`config.mk`:
```
export PLATFORM = sky130hd
export DESIGN_NAME = v810_prefetch
export DESIGN_NICKNAME = d
export VERILOG_FILES = /design/src/rtl/v810_prefetch.sv
export SDC_FILE = /design/constraint.sdc
export NUM_CORES = 1
export LEC_CHECK = 0
export ABC_CLOCK_PERIOD_IN_PS = 3800
export BUFFER_PORTS_ARGS = -buffer_cell sky130_fd_sc_hd__clkbuf_2
export CORE_ASPECT_RATIO = 1.2
export CORE_MARGIN = 2
export CORE_UTILIZATION = 60
export DETAILED_ROUTE_END_ITERATION = 8
export PLACE_DENSITY = 0.8
export SLEW_MARGIN = 20
export SYNTH_ARGS = -nofsm -noshare
export SYNTH_HDL_FRONTEND = slang
export SYNTH_SLANG_ARGS = --single-unit
```
`constraint.sdc`:
```
create_clock -name CLK -period 3.8 [get_ports CLK]
set_input_delay 0.57 -clock CLK [delete_from_list [all_inputs] [get_ports CLK]]
set_output_delay 0.57 -clock CLK [all_outputs]
set_load 0.005 [all_outputs]
```
`src/rtl/v810_prefetch.sv`:
```
// v810_prefetch: instruction prefetch queue feeding v810_exec.
// Fetches 32-bit words and buffers them as halfwords. It presents the head
// halfword pair and its PC to the decoder, and flushes and restarts on
// branch redirects.
// Optional build macro: V810_PREFETCH_BYPASS_EN. When it is defined, a fetch
// that lands in an empty queue drives the head outputs in the same cycle.
module v810_prefetch #(
    parameter int unsigned DEPTH    = 8,
    parameter logic [31:0] RESET_PC = 32'hFFFF_FFF0
) (
    input  logic        CLK,
    input  logic        RES,
    input  logic        CE,
    output logic [31:0] IA,
    output logic        IMRQn,
    input  logic        READYn,
    input  logic [31:0] ID,
    input  logic        JMP,
    input  logic [31:0] JMP_PC,
    output logic [15:0] HW0,
    output logic [15:0] HW1,
    output logic [31:0] PC,
    output logic        VALID1,
    output logic        VALID2,
    input  logic [1:0]  CONSUME
);

    localparam int unsigned PW = $clog2(DEPTH);
    localparam int unsigned CW = PW + 1;

    typedef enum logic [1:0] {ST_RESET, ST_FETCH, ST_FULL} state_t;

    state_t         r_state;
    logic           r_imrqn;
    logic [31:0]    r_ia;
    logic [31:0]    r_pc;
    logic           r_skip;
    logic [15:0]    r_mem [DEPTH];
    logic [PW-1:0]  r_rd;
    logic [PW-1:0]  r_wr;
    logic [CW-1:0]  r_count;
    logic [15:0]    r_hw0;
    logic [15:0]    r_hw1;
    logic           r_v1;
    logic           r_v2;

    logic           w_comp;
    logic           w_pending;
    logic [1:0]     w_push_n;
    logic [1:0]     w_pop;
    logic [15:0]    w_push0;
    logic [15:0]    w_push1;
    logic [CW-1:0]  w_count_next;
    logic           w_req_next;
    logic [CW-1:0]  w_k [2];
    logic [CW-1:0]  w_d [2];
    logic [15:0]    w_elem [2];
    logic           w_unused;

    // Address bit 0 of a redirect target carries no information.
    assign w_unused = JMP_PC[0];

    // Fetch completion, pop/push amounts, request decision and new head pair.
    always_comb begin
        w_comp       = CE & ~JMP & ~r_imrqn & ~READYn;
        w_pending    = (r_state == ST_FETCH) & READYn;
        w_push_n     = w_comp ? (r_skip ? 2'd1 : 2'd2) : 2'd0;
        w_pop        = (CE & ~JMP) ? CONSUME : 2'd0;
        w_push0      = r_skip ? ID[31:16] : ID[15:0];
        w_push1      = ID[31:16];
        w_count_next = r_count + CW'(w_push_n) - CW'(w_pop);
        if (JMP || w_pending) begin
            w_req_next = 1'b1;
        end else begin
            w_req_next = (w_count_next <= CW'(DEPTH - 2));
        end
        // The new head is element pop/pop+1 of (queued data ++ pushed data).
        for (int j = 0; j < 2; j++) begin
            w_k[j] = CW'(w_pop) + CW'(j);
            w_d[j] = w_k[j] - r_count;
            if (w_k[j] < r_count) begin
                w_elem[j] = r_mem[r_rd + PW'(w_k[j])];
            end else if (w_d[j] == '0) begin
                w_elem[j] = w_push0;
            end else begin
                w_elem[j] = w_push1;
            end
        end
    end

    // Halfword storage; slots are only read below the count, so no reset is needed.
    always_ff @(posedge CLK) begin
        if (w_comp) begin
            r_mem[r_wr] <= w_push0;
            if (!r_skip) begin
                r_mem[r_wr + PW'(1)] <= w_push1;
            end
        end
    end

    // Request FSM, pointers, PC/IA tracking and registered head outputs.
    always_ff @(posedge CLK or posedge RES) begin
        if (RES) begin
            r_state <= ST_RESET;
            r_imrqn <= 1'b1;
            r_ia    <= {RESET_PC[31:2], 2'b00};
            r_pc    <= RESET_PC;
            r_skip  <= RESET_PC[1];
            r_rd    <= '0;
            r_wr    <= '0;
            r_count <= '0;
            r_hw0   <= '0;
            r_hw1   <= '0;
            r_v1    <= 1'b0;
            r_v2    <= 1'b0;
        end else if (CE) begin
            r_state <= w_req_next ? ST_FETCH : ST_FULL;
            r_imrqn <= ~w_req_next;
            if (JMP) begin
                r_ia    <= {JMP_PC[31:2], 2'b00};
                r_pc    <= {JMP_PC[31:1], 1'b0};
                r_skip  <= JMP_PC[1];
                r_rd    <= '0;
                r_wr    <= '0;
                r_count <= '0;
                r_v1    <= 1'b0;
                r_v2    <= 1'b0;
            end else begin
                r_rd    <= r_rd + PW'(w_pop);
                r_wr    <= r_wr + PW'(w_push_n);
                r_count <= w_count_next;
                r_pc    <= r_pc + {29'd0, w_pop, 1'b0};
                if (w_comp) begin
                    r_ia   <= r_ia + 32'd4;
                    r_skip <= 1'b0;
                end
                r_hw0 <= w_elem[0];
                r_hw1 <= w_elem[1];
                r_v1  <= (w_count_next != '0);
                r_v2  <= (w_count_next >= CW'(2));
            end
        end
    end

    assign IA    = r_ia;
    assign IMRQn = r_imrqn;
    assign PC    = r_pc;

`ifdef V810_PREFETCH_BYPASS_EN
    logic w_byp;

    // A fetch landing in an empty queue is shown to the decoder immediately.
    assign w_byp  = w_comp & (r_count == '0);
    assign HW0    = w_byp ? w_push0 : r_hw0;
    assign HW1    = w_byp ? w_push1 : r_hw1;
    assign VALID1 = w_byp | r_v1;
    assign VALID2 = w_byp ? (w_push_n == 2'd2) : r_v2;
`else
    assign HW0    = r_hw0;
    assign HW1    = r_hw1;
    assign VALID1 = r_v1;
    assign VALID2 = r_v2;
`endif

endmodule
```
==> impl_metrics.env <==
export IMPL_fmax_mhz=331
export IMPL_dp_cells=1781
export IMPL_die_area_mm2=0.0253
export IMPL_critical_path_max_fanout=6
export IMPL_num_vias=12500
export IMPL_fin_area_mm2=0.0166
export IMPL_drcViolationCount=0
export IMPL_ys_ff_latch=237
export IMPL_rows=62
export IMPL_worstPathRequired_ps=4190
export IMPL_routedWlPerCell_um=23.4
export IMPL_ys_warnings_count=0
export IMPL_synth_top_family_by_area="multiplexers"
export IMPL_synthSimpleGateAreaFrac_pct=12.2
export IMPL_cts_resized=0
export IMPL_worst_hold_path_type="in2async"
export IMPL_slowest_stage="fa_1"
export IMPL_dpl_hpwl_mm=27.7
export IMPL_fin_setup_tns_ps=0
export IMPL_h_tree_depth=1
export IMPL_p_per_area_mw_per_mm2=517
export IMPL_drive_above_1_share_pct=32.2
export IMPL_grt_use_total_pct=33.3
export IMPL_setup_viol=0
export IMPL_start_util_pct=60.6
export IMPL_diodes=0
export IMPL_antenna_found_initial=0
export IMPL_fillCellCount=1714
export IMPL_syn2layout_area_growth_pct=15.3
export IMPL_synth_fa_ha_area_share_pct=2.53
export IMPL_wl_mm=42.8
export IMPL_yosysUniqueCellTypes=70
export IMPL_final_hold_violation_count=0
export IMPL_synth_seq_area_share_pct=46.1
export IMPL_syn_avg_cell_area_um2=10.7
export IMPL_register_area_mm2=0.00664
export IMPL_postCtsSetupRepairBufs=0
export IMPL_cts_buffers=26
export IMPL_ios=170
export IMPL_grt_pass1_vias=12300
export IMPL_worst_slew_pin_slew_ps=1090
export IMPL_status="completed"
export IMPL_placement_cell_area_mm2=0.0157
export IMPL_cts_hold_buf=0
export IMPL_cts_tree="yes"
export IMPL_initialDrtViolationCount=1309
export IMPL_synth_xor_area_share_pct=0.486
export IMPL_gr_total_overflow=0
export IMPL_cts_buffer_depth=3
export IMPL_nNetsFinal=1585
export IMPL_start_kind="flop"
export IMPL_clk_pin_slew_ps=60
export IMPL_synth_async_reset_ratio_pct=46.0
export IMPL_dr_pass1_iters=7
export IMPL_crit_family="adder cells"
export IMPL_grt_max_degree=92
export IMPL_cp_slowest_stage_delay_ps=530
export IMPL_cts_root_buffer_cell="clkbuf_16"
export IMPL_gp_congestion=0.906
export IMPL_ant_nets=0
export IMPL_finClkSkew_ps=14.5
export IMPL_slew_headroom_pct=27.0
export IMPL_cp_arrival_ps=3420
export IMPL_end_kind="flop"
export IMPL_portBuffers=165
export IMPL_die_h_um=174
export IMPL_clock_latency_ps=540
export IMPL_power_leakage_nw=6.39
export IMPL_clock_sinks=237
export IMPL_finalCritPeriodShare_pct=79.6
export IMPL_viasPerCell=6.84
export IMPL_crit_buf_inv=1
export IMPL_critPathKind="reg2reg"
export IMPL_synth_compound_area_share_pct=16.8
export IMPL_netlist_instances=1354
export IMPL_synth_ff_type="edfxtp_1"
export IMPL_worstPathCellList="nor4b_4 > nand2b_1 > fa_1 > inv_1 > ha_1 > a21o_1 > a21oi_1 > xor2_1 > o31ai_1 > o21ai_0"
export IMPL_cap_violations=0
export IMPL_core_area_mm2=0.0238
export IMPL_synthMuxAreaShare_pct=17.7
export IMPL_vdd_drop_max_mv=0.387
export IMPL_grt_pass1_wl_mm=66.5
export IMPL_multi_input_area_mm2=0.00726
export IMPL_fin_cells=1829
export IMPL_min_period_ps=3020
export IMPL_synth_area_mm2=0.0144
export IMPL_rsz0062_at_grt="false"
export IMPL_synth_edf_count=128
export IMPL_hold_slack_ps=209
export IMPL_die_w_um=146
export IMPL_drv_slew=0
[power breakdown]
part	switching [mW]	internal [mW]
Combinational	1.36	1.02
Sequential	0.363	3.19
Clock	1.05	1.62
[cells in the mapped netlist, drive strengths merged (9+ instances only)]
master    n  area [um2]
clkbuf   83         312
nand2   110         423
o211ai   18         135
and3     14        87.6
o21ai    78         390
dfrtp    52        1300
mux4     64        1440
nand3    24         120
a31o     18         158
o31ai    11        82.6
nand4    16         100
o221ai   16         140
edfxtp  128        3840
nor2b     9        56.3
o22ai    11        68.8
a22o     12         105
mux2i    37         370
nor2    130         488
a211oi   10        75.1
buf      34         166
mux2     66         743
inv      30         113
nor3     28         173
a21oi   167         836
ha       18         225
dfstp    57        1500
[stage by stage]
stage / power (mW) / util (%) / worst slack (ps)
floorplan: 4.98 / - / 71.4
global placement: 5.82 / 66.0 / 343
detailed placement: 5.92 / 66.0 / 279
CTS: 8.58 / 69.7 / 800
global route: 8.96 / 69.8 / 618
finish: 8.60 / 69.8 / 776
[worst paths after layout]
path                                  from     end  slack, ps  depth (start not counted)
worst max-delay path                 IMRQn  VALID2        780                         10
min in group CLK                JMP_PC[16]  IA[16]        300                          3
worst min-delay path                   RES   IA[2]        210                          2
max in group asynchronous              RES  IA[30]       2630                          3
worst min register to register      HW0[9]  HW0[9]        500                          2
worst max register to register       IMRQn  VALID2        780                         10
[cell type report]
type                    instances  share of cell area (%)
clock buffers                  38                    4.43
clock inverters                10                   0.941
repair buffers                222                    7.84
well taps                     320                    2.41
multi-input cells             971                    43.7
flip-flops and latches        237                    40.0
inverters                      31                   0.715
[cells in the final DEF (no fill, tap or decap), types with 11 or more instances in the layout]
cell type	n
o211ai_1	18
o21ai_0	66
ha_1	17
mux4_2	64
nand2_1	108
o221ai_1	16
nor2_1	130
o21ai_1	12
mux2i_1	37
a22o_1	12
buf_4	53
and3_1	14
edfxtp_1	128
o22ai_1	11
nand4_1	16
inv_1	29
a31o_2	18
dfrtp_1	51
a21oi_1	167
nor3_1	24
dfstp_2	57
clkbuf_16	27
nand3_1	24
clkbuf_2	164
mux2_2	66
[routing by layer]
layer  global-route usage, %  wire [um]  vias up
met5                       0          0        -
li1                        -          -     5415
met1                    41.5      15000     6024
met4                    16.3       2320        0
met2                    56.4      20700      891
met3                    6.05       4710      185
[state kept, by name, indices dropped and copies added (netlist names)]
| signal | cells |
|---|---|
| PC | 31 |
| r_wr | 3 |
| VALID2 | 1 |
| r_count | 4 |
| r_state | 2 |
| HW0 | 16 |
| IMRQn | 1 |
| r_mem | 128 |
| IA | 30 |
| VALID1 | 1 |
| r_rd | 3 |
| HW1 | 16 |
| r_skip | 1 |
[logic make-up after synthesis]
kind of cell,Yosys count
compound gates,395
xor+xnor,8
fa+ha+maj,25
buf+inv,148
flops,237
mux,167
other cells,1
simple gates,373
[worst reg2reg max path, delay by kind of cell (launching register included)]
kind                     cells  cell delay, ps
adder cells (fa/ha/maj)      2             850
AO/OA/AOI/OAI                4             820
AND/OR/NAND/NOR              2             560
flip-flops                   1             450
XOR/XNOR                     1             130
buffers and inverters        1              70
No activity file was read; power rests on OpenSTA's default activity.
